`config.mk`:
```
export PLATFORM = sky130hd
export DESIGN_NAME = adbus_align_tx
export DESIGN_NICKNAME = d
export VERILOG_FILES = /design/src/rtl/adbus_align_tx.sv
export SDC_FILE = /design/constraint.sdc
export NUM_CORES = 1
export LEC_CHECK = 0
export CAP_MARGIN = 20
export CORE_ASPECT_RATIO = 0.8
export CORE_MARGIN = 2
export CORE_UTILIZATION = 30
export CTS_CLUSTER_DIAMETER = 60
export DETAILED_ROUTE_END_ITERATION = 8
export PLACE_DENSITY = 0.51
export SLEW_MARGIN = 30
export SYNTH_ARGS = -nofsm -noshare
export SYNTH_HDL_FRONTEND = slang
export SYNTH_SLANG_ARGS = --single-unit
```
`constraint.sdc`:
```
create_clock -name clk -period 8.8 [get_ports clk]
set_input_delay 0.88 -clock clk [delete_from_list [all_inputs] [get_ports clk]]
set_output_delay 0.88 -clock clk [all_outputs]
set_load 0.01 [all_outputs]
```
`src/rtl/adbus_align_tx.sv`:
```
// adbus_align_tx: transmit-side byte aligner. Takes a left-packed byte stream
// with a byte start address and emits doubleword-aligned beats with lane
// enables, shifting the payload into its address lanes. A misaligned transfer
// may need one extra "flush" beat built from the carried tail bytes.
module adbus_align_tx #(
    parameter int MAX_LEN = 256,
    parameter int LW      = $clog2(MAX_LEN) + 1
) (
    input  logic          clk,
    input  logic          rst,
    input  logic          start,
    input  logic [31:0]   addr_in,
    input  logic [LW-1:0] len_in,
    output logic          busy,
    input  logic [63:0]   din,
    input  logic          din_valid,
    output logic          din_ready,
    output logic [31:0]   addrout,
    output logic [63:0]   dout,
    output logic [7:0]    bus_en_out,
    output logic          dout_last,
    output logic          dout_valid,
    input  logic          dout_ready
);
    localparam int PW = LW + 3;

    typedef enum logic [1:0] {IDLE, RUN, FLUSH, DRAIN} state_t;

    state_t        state;
    logic [2:0]    off;
    logic [31:0]   base;
    logic [LW-1:0] len;
    logic [LW-1:0] in_left;
    logic [LW-1:0] last_k;
    logic [LW-1:0] k;
    logic          need_flush;
    logic [63:0]   carry;

    logic [LW:0]   in_n, out_n;
    logic          out_free, in_acc, fl_load, load;
    logic [5:0]    sh;
    logic [63:0]   raw, data_m;
    logic [7:0]    en;
    logic [PW-1:0] lo, hi;

    assign busy      = (state != IDLE);
    assign out_free  = !dout_valid || dout_ready;
    assign din_ready = (state == RUN) && (in_left != '0) && out_free;
    assign in_acc    = din_valid && din_ready;
    assign fl_load   = (state == FLUSH) && out_free;
    assign load      = in_acc || fl_load;
    assign sh        = {off, 3'b000};

    // Beat counts for a new request: input beats and address-aligned output beats.
    assign in_n  = ({1'b0, len_in} + (LW+1)'(7)) >> 3;
    assign out_n = ({1'b0, len_in} + (LW+1)'(addr_in[2:0]) + (LW+1)'(7)) >> 3;

    // Flush beat holds only the carried tail; off is never 0 there, so the
    // left shift is always below 64.
    assign raw = (state == FLUSH) ? (carry << (7'd64 - {1'b0, sh}))
                                  : 64'({carry, din} >> sh);

    assign lo = PW'(off);
    assign hi = lo + PW'(len);

    // Lane enables for beat k, and zeroing of disabled lanes.
    always_comb begin
        en     = '0;
        data_m = '0;
        for (int l = 0; l < 8; l++) begin
            en[7-l] = ((PW'({k, 3'b000}) + PW'(l)) >= lo) &&
                      ((PW'({k, 3'b000}) + PW'(l)) <  hi);
            data_m[63-8*l -: 8] = en[7-l] ? raw[63-8*l -: 8] : 8'h00;
        end
    end

    // Control FSM: request latch, input beat counting, flush and drain.
    always_ff @(posedge clk or posedge rst) begin
        if (rst) begin
            state      <= IDLE;
            off        <= '0;
            base       <= '0;
            len        <= '0;
            in_left    <= '0;
            last_k     <= '0;
            k          <= '0;
            need_flush <= 1'b0;
            carry      <= '0;
        end else begin
            case (state)
                IDLE: begin
                    if (start && len_in != '0) begin
                        off        <= addr_in[2:0];
                        base       <= {addr_in[31:3], 3'b000};
                        len        <= len_in;
                        in_left    <= LW'(in_n);
                        last_k     <= LW'(out_n - (LW+1)'(1));
                        need_flush <= (out_n > in_n);
                        k          <= '0;
                        carry      <= '0;
                        state      <= RUN;
                    end
                end
                RUN: begin
                    if (in_acc) begin
                        // Only the low off bytes spill into the next beat.
                        carry   <= din & ~({64{1'b1}} << sh);
                        k       <= k + LW'(1);
                        in_left <= in_left - LW'(1);
                        if (in_left == LW'(1))
                            state <= need_flush ? FLUSH : DRAIN;
                    end
                end
                FLUSH: begin
                    if (fl_load) begin
                        k     <= k + LW'(1);
                        state <= DRAIN;
                    end
                end
                DRAIN: begin
                    if (dout_valid && dout_ready && dout_last)
                        state <= IDLE;
                end
                default: state <= IDLE;
            endcase
        end
    end

    // Output register: loads a beat on input accept or flush, holds under stall.
    always_ff @(posedge clk or posedge rst) begin
        if (rst) begin
            dout       <= '0;
            bus_en_out <= '0;
            addrout    <= '0;
            dout_last  <= 1'b0;
            dout_valid <= 1'b0;
        end else if (load) begin
            dout       <= data_m;
            bus_en_out <= en;
            addrout    <= base + 32'({k, 3'b000});
            dout_last  <= (k == last_k);
            dout_valid <= 1'b1;
        end else if (dout_ready) begin
            dout_valid <= 1'b0;
        end
    end
endmodule

```
==> flow_summary_export.csv <==
group,metric,value,unit
timing,fmax,0.235,GHz
synth,yosysSeqAreaShare,36.2,%
synth,synth_area_per_cell,8.93,sq um
floorplan,die_w,261,um
timing,finalHoldViolCount,0,
detailed_routing,ant_nets,0,
worst_setup_path,cp-start-kind,"flip-flop",
place,postPlaceCellArea,18500,sq um
timing,tns,0,ns
global_routing,antenna_found_initial,0,
detailed_routing,drtIter0Drc,1688,
detailed_routing,wire_per_inst,23.0,um
worst_setup_path,required,9.25,ns
timing,worst_slew_pin_slew,0.959,ns
cells_and_area,area_growth,23.0,%
timing,max_slew_margin,36.1,%
synth,yosys_warnings,0,
clock_network,cts-buffers-inserted,29,
timing,final_max_slew_viol_count,0,
floorplan,ios,218,
global_routing,grt_use_total,21.7,%
timing,period_share,48.3,%
cells_and_area,final_area,19400,sq um
worst_setup_path,worstPathArrival,4.69,ns
timing,setup_ws,4.55,ns
worst_setup_path,cpMaxStageDelayCell,"dfrtp_4",
cells_and_area,final_net_count,2062,
status,status,"completed",
run,max_cap_violations,0,
power,p_leak,8.11,nW
cells_and_area,final_core_util,37.2,%
clock_network,clk_pin_slew,0.06,ns
clock_network,cts_num_sinks,229,
synth,synth_edf_count,0,
place,dp_hpwl,44900,um
min_path,hp-class,"reg2reg",
worst_setup_path,cp_slowest_stage_delay,1.00,ns
place,port_buffers,214,
cells_and_area,diodes,0,
power,p_total,8.10,mW
power,ir_worst_vdd,0.000294,V
floorplan,core_area,52300,sq um
cells_and_area,fillerInstances,5275,
worst_setup_path,crit_fanout,61,
clock_network,clockRootBuffer,"clkbuf_16",
cells_and_area,drive_gt1_share,9.04,%
cells_and_area,seqCellArea,5740,sq um
synth,synthArstFlopShare,100,%
timing,clock_skew,0.0106,ns
synth,synth.distinct_cells,79,
synth,synthCells,1771,
worst_setup_path,cp_cell_sequence,"ha_1 -> a21o_1 -> a21oi_1 -> nor2_1 -> xnor2_1 -> ha_1 -> and4_1 -> nand4_1 -> nor2_1 -> o21ai_0 -> nand3b_1 -> o21ai_0",
clock_network,cts_resized,0,
detailed_routing,via_count,14500,
cells_and_area,multi_input_area,9410,sq um
synth,ys_ff_latch,229,
clock_network,postCtsSetupBuffers,0,
global_routing,grt_max_degree,110,
detailed_routing,wl,60200,um
clock_network,h-tree-depth,1,
worst_setup_path,path_class,"reg2reg",
place,gp_congestion,0.955,
worst_setup_path,endpoint_kind,"flip-flop",
detailed_routing,drc,0,
place,place_ws,4.54,ns
synth,syn_area,15800,sq um
floorplan,initial_core_util,30.3,%
synth,synth_flop_cell,"dfrtp_1",
global_routing,gr-total-overflow,0,
detailed_routing,firstDrtPassIters,5,
clock_network,cts_hold_buf,0,
timing,setup_viol,0,
clock_network,tritoncts,"built",
floorplan,die_h,209,um
clock_network,cts_buffer_depth,3,
detailed_routing,viasPerCell,5.54,
timing,rsz0062_at_grt,"no",
power,power_density,416,nW/um^2
floorplan,dieArea,54600,sq um
clock_network,clock_latency,0.59,ns
global_routing,grt_pass1_wl,90300,um
timing,period_needed,4.25,ns
floorplan,row_count,75,
global_routing,grt_pass1_vias,13800,
-- per-stage QoR --
stage | std cells | hold WS [ns]
after floorplan | 1773 | 0.450
after global placement | 2565 | 0.464
after CTS | 2618 | 0.481
final | 2618 | 0.475
after detailed placement | 2567 | 0.466
after global routing | 2618 | 0.489
-- state kept, by name, summed over array words and instances (netlist names) --
name	count
dout	64
carry	56
addrout	29
base	29
in_left	9
k	9
len	9
bus_en_out	8
last_k	8
off	3
state	2
dout_last	1
dout_valid	1
need_flush	1
-- area by class of cell --
cell class | count | area share, %
clock buffer | 36 | 4.07
multi-input combinational | 1376 | 48.4
timing repair buffer | 231 | 11.9
tap | 693 | 4.46
clock inverter | 15 | 0.965
sequential | 229 | 29.5
inverter | 38 | 0.772
-- routing by layer --
layer  global-route usage [%]  share of wire, %  vias to the layer above
li1                         -                 -                     6663
met1                     34.3                49                     7064
met2                     28.8                39                      696
met3                     5.47               9.8                       74
met4                     5.08               2.5                        0
met5                        0                 0                        -
-- Yosys cell counts (8+ instances only) --
library cell	count	area, sq um
a211o_1	8	70.1
a211oi_1	10	75.1
a21o_1	10	75.1
a21oi_1	78	390
a22o_1	49	429
a22oi_1	9	67.6
a32o_1	9	90.1
and2_1	11	68.8
buf_1	11	41.3
buf_2	42	210
clkbuf_1	70	263
dfrtp_1	229	5730
ha_1	45	563
inv_1	37	139
mux2_2	31	349
mux2i_1	132	1320
mux4_2	34	766
nand2_1	350	1310
nand3_1	38	190
nand3b_1	11	82.6
nand4_1	11	68.8
nor2_1	100	375
nor2b_1	25	156
nor3_1	29	145
nor4_1	8	50.1
o21ai_0	142	711
o221ai_1	9	78.8
o22ai_1	34	213
o311a_1	8	80.1
o31a_1	8	70.1
or3_1	9	56.3
xnor2_1	43	377
xor2_1	16	140
-- final timing paths --
path                                   startpoint                      to  slack [ns]  depth (start not counted)
setup reg to reg               off[1]$_DFFE_PP0P_    dout[44]$_DFFE_PP0P_        4.55                         12
max in group asynchronous                     rst  in_left[6]$_DFFE_PP0P_        6.82                          3
min in group asynchronous                     rst    dout[17]$_DFFE_PP0P_        0.83                          2
hold / removal             addrout[3]$_DFFE_PP0P_  addrout[3]$_DFFE_PP0P_        0.47                          2
setup / recovery               off[1]$_DFFE_PP0P_    dout[44]$_DFFE_PP0P_        4.55                         12
hold reg to reg            addrout[3]$_DFFE_PP0P_  addrout[3]$_DFFE_PP0P_        0.47                          2
-- cell families (layout without fill, tap and decap cells) --
family / count (synthesis) / in the layout / share of synthesized area, %
AOI/OAI and AO/OA: 443 / 443 / 19.2
adders and majority gates: 47 / 47 / 3.81
buffers and inverters: 168 / 320 / 4.48
DFF: 229 / 229 / 36.2
and+or+nand+nor: 627 / 627 / 17.6
other: 1 / 3 / 0.0237
xor gates and xnor gates: 59 / 59 / 3.27
muxes: 197 / 197 / 15.4
-- layout by cell type (no fill, tap or decap), drive strengths merged, types with 9 or more instances in the layout --
cell type	netlist	final
nand3	38	38
nor3	30	30
o22ai	35	35
mux2i	132	132
dfrtp	229	229
buf	60	17
mux4	34	34
a32o	9	9
a211oi	10	10
xor2	16	16
xnor2	43	43
nand2	352	352
nor4	11	11
clkdlybuf4s50	0	214
a21o	10	10
a221oi	9	9
nand4	11	11
o221ai	9	9
nor2b	25	25
clkbuf	70	36
nor2	100	100
and2	11	11
a21oi	78	78
nand3b	11	11
ha	45	45
inv	37	40
or3	10	10
mux2	31	31
a22o	49	49
a22oi	9	9
o21ai	148	148
-- report_power, final --
part | switching, mW | internal, mW | total, mW
Clock | 0.507 | 0.730 | 1.24
Combinational | 2.82 | 1.93 | 4.75
Sequential | 0.634 | 1.48 | 2.11
Total | 3.96 | 4.13 | 8.10
-- worst max-delay path: cells and delay by family, from the launching register on --
| family | cells | cell delay [ns] |
|---|---|---|
| AOI/OAI and AO/OA | 4 | 0.80 |
| xor gates and xnor gates | 1 | 0.14 |
| adders and majority gates | 2 | 0.66 |
| DFF | 1 | 1.00 |
| and+or+nand+nor | 5 | 1.49 |
(Power assumes the default switching activity.)
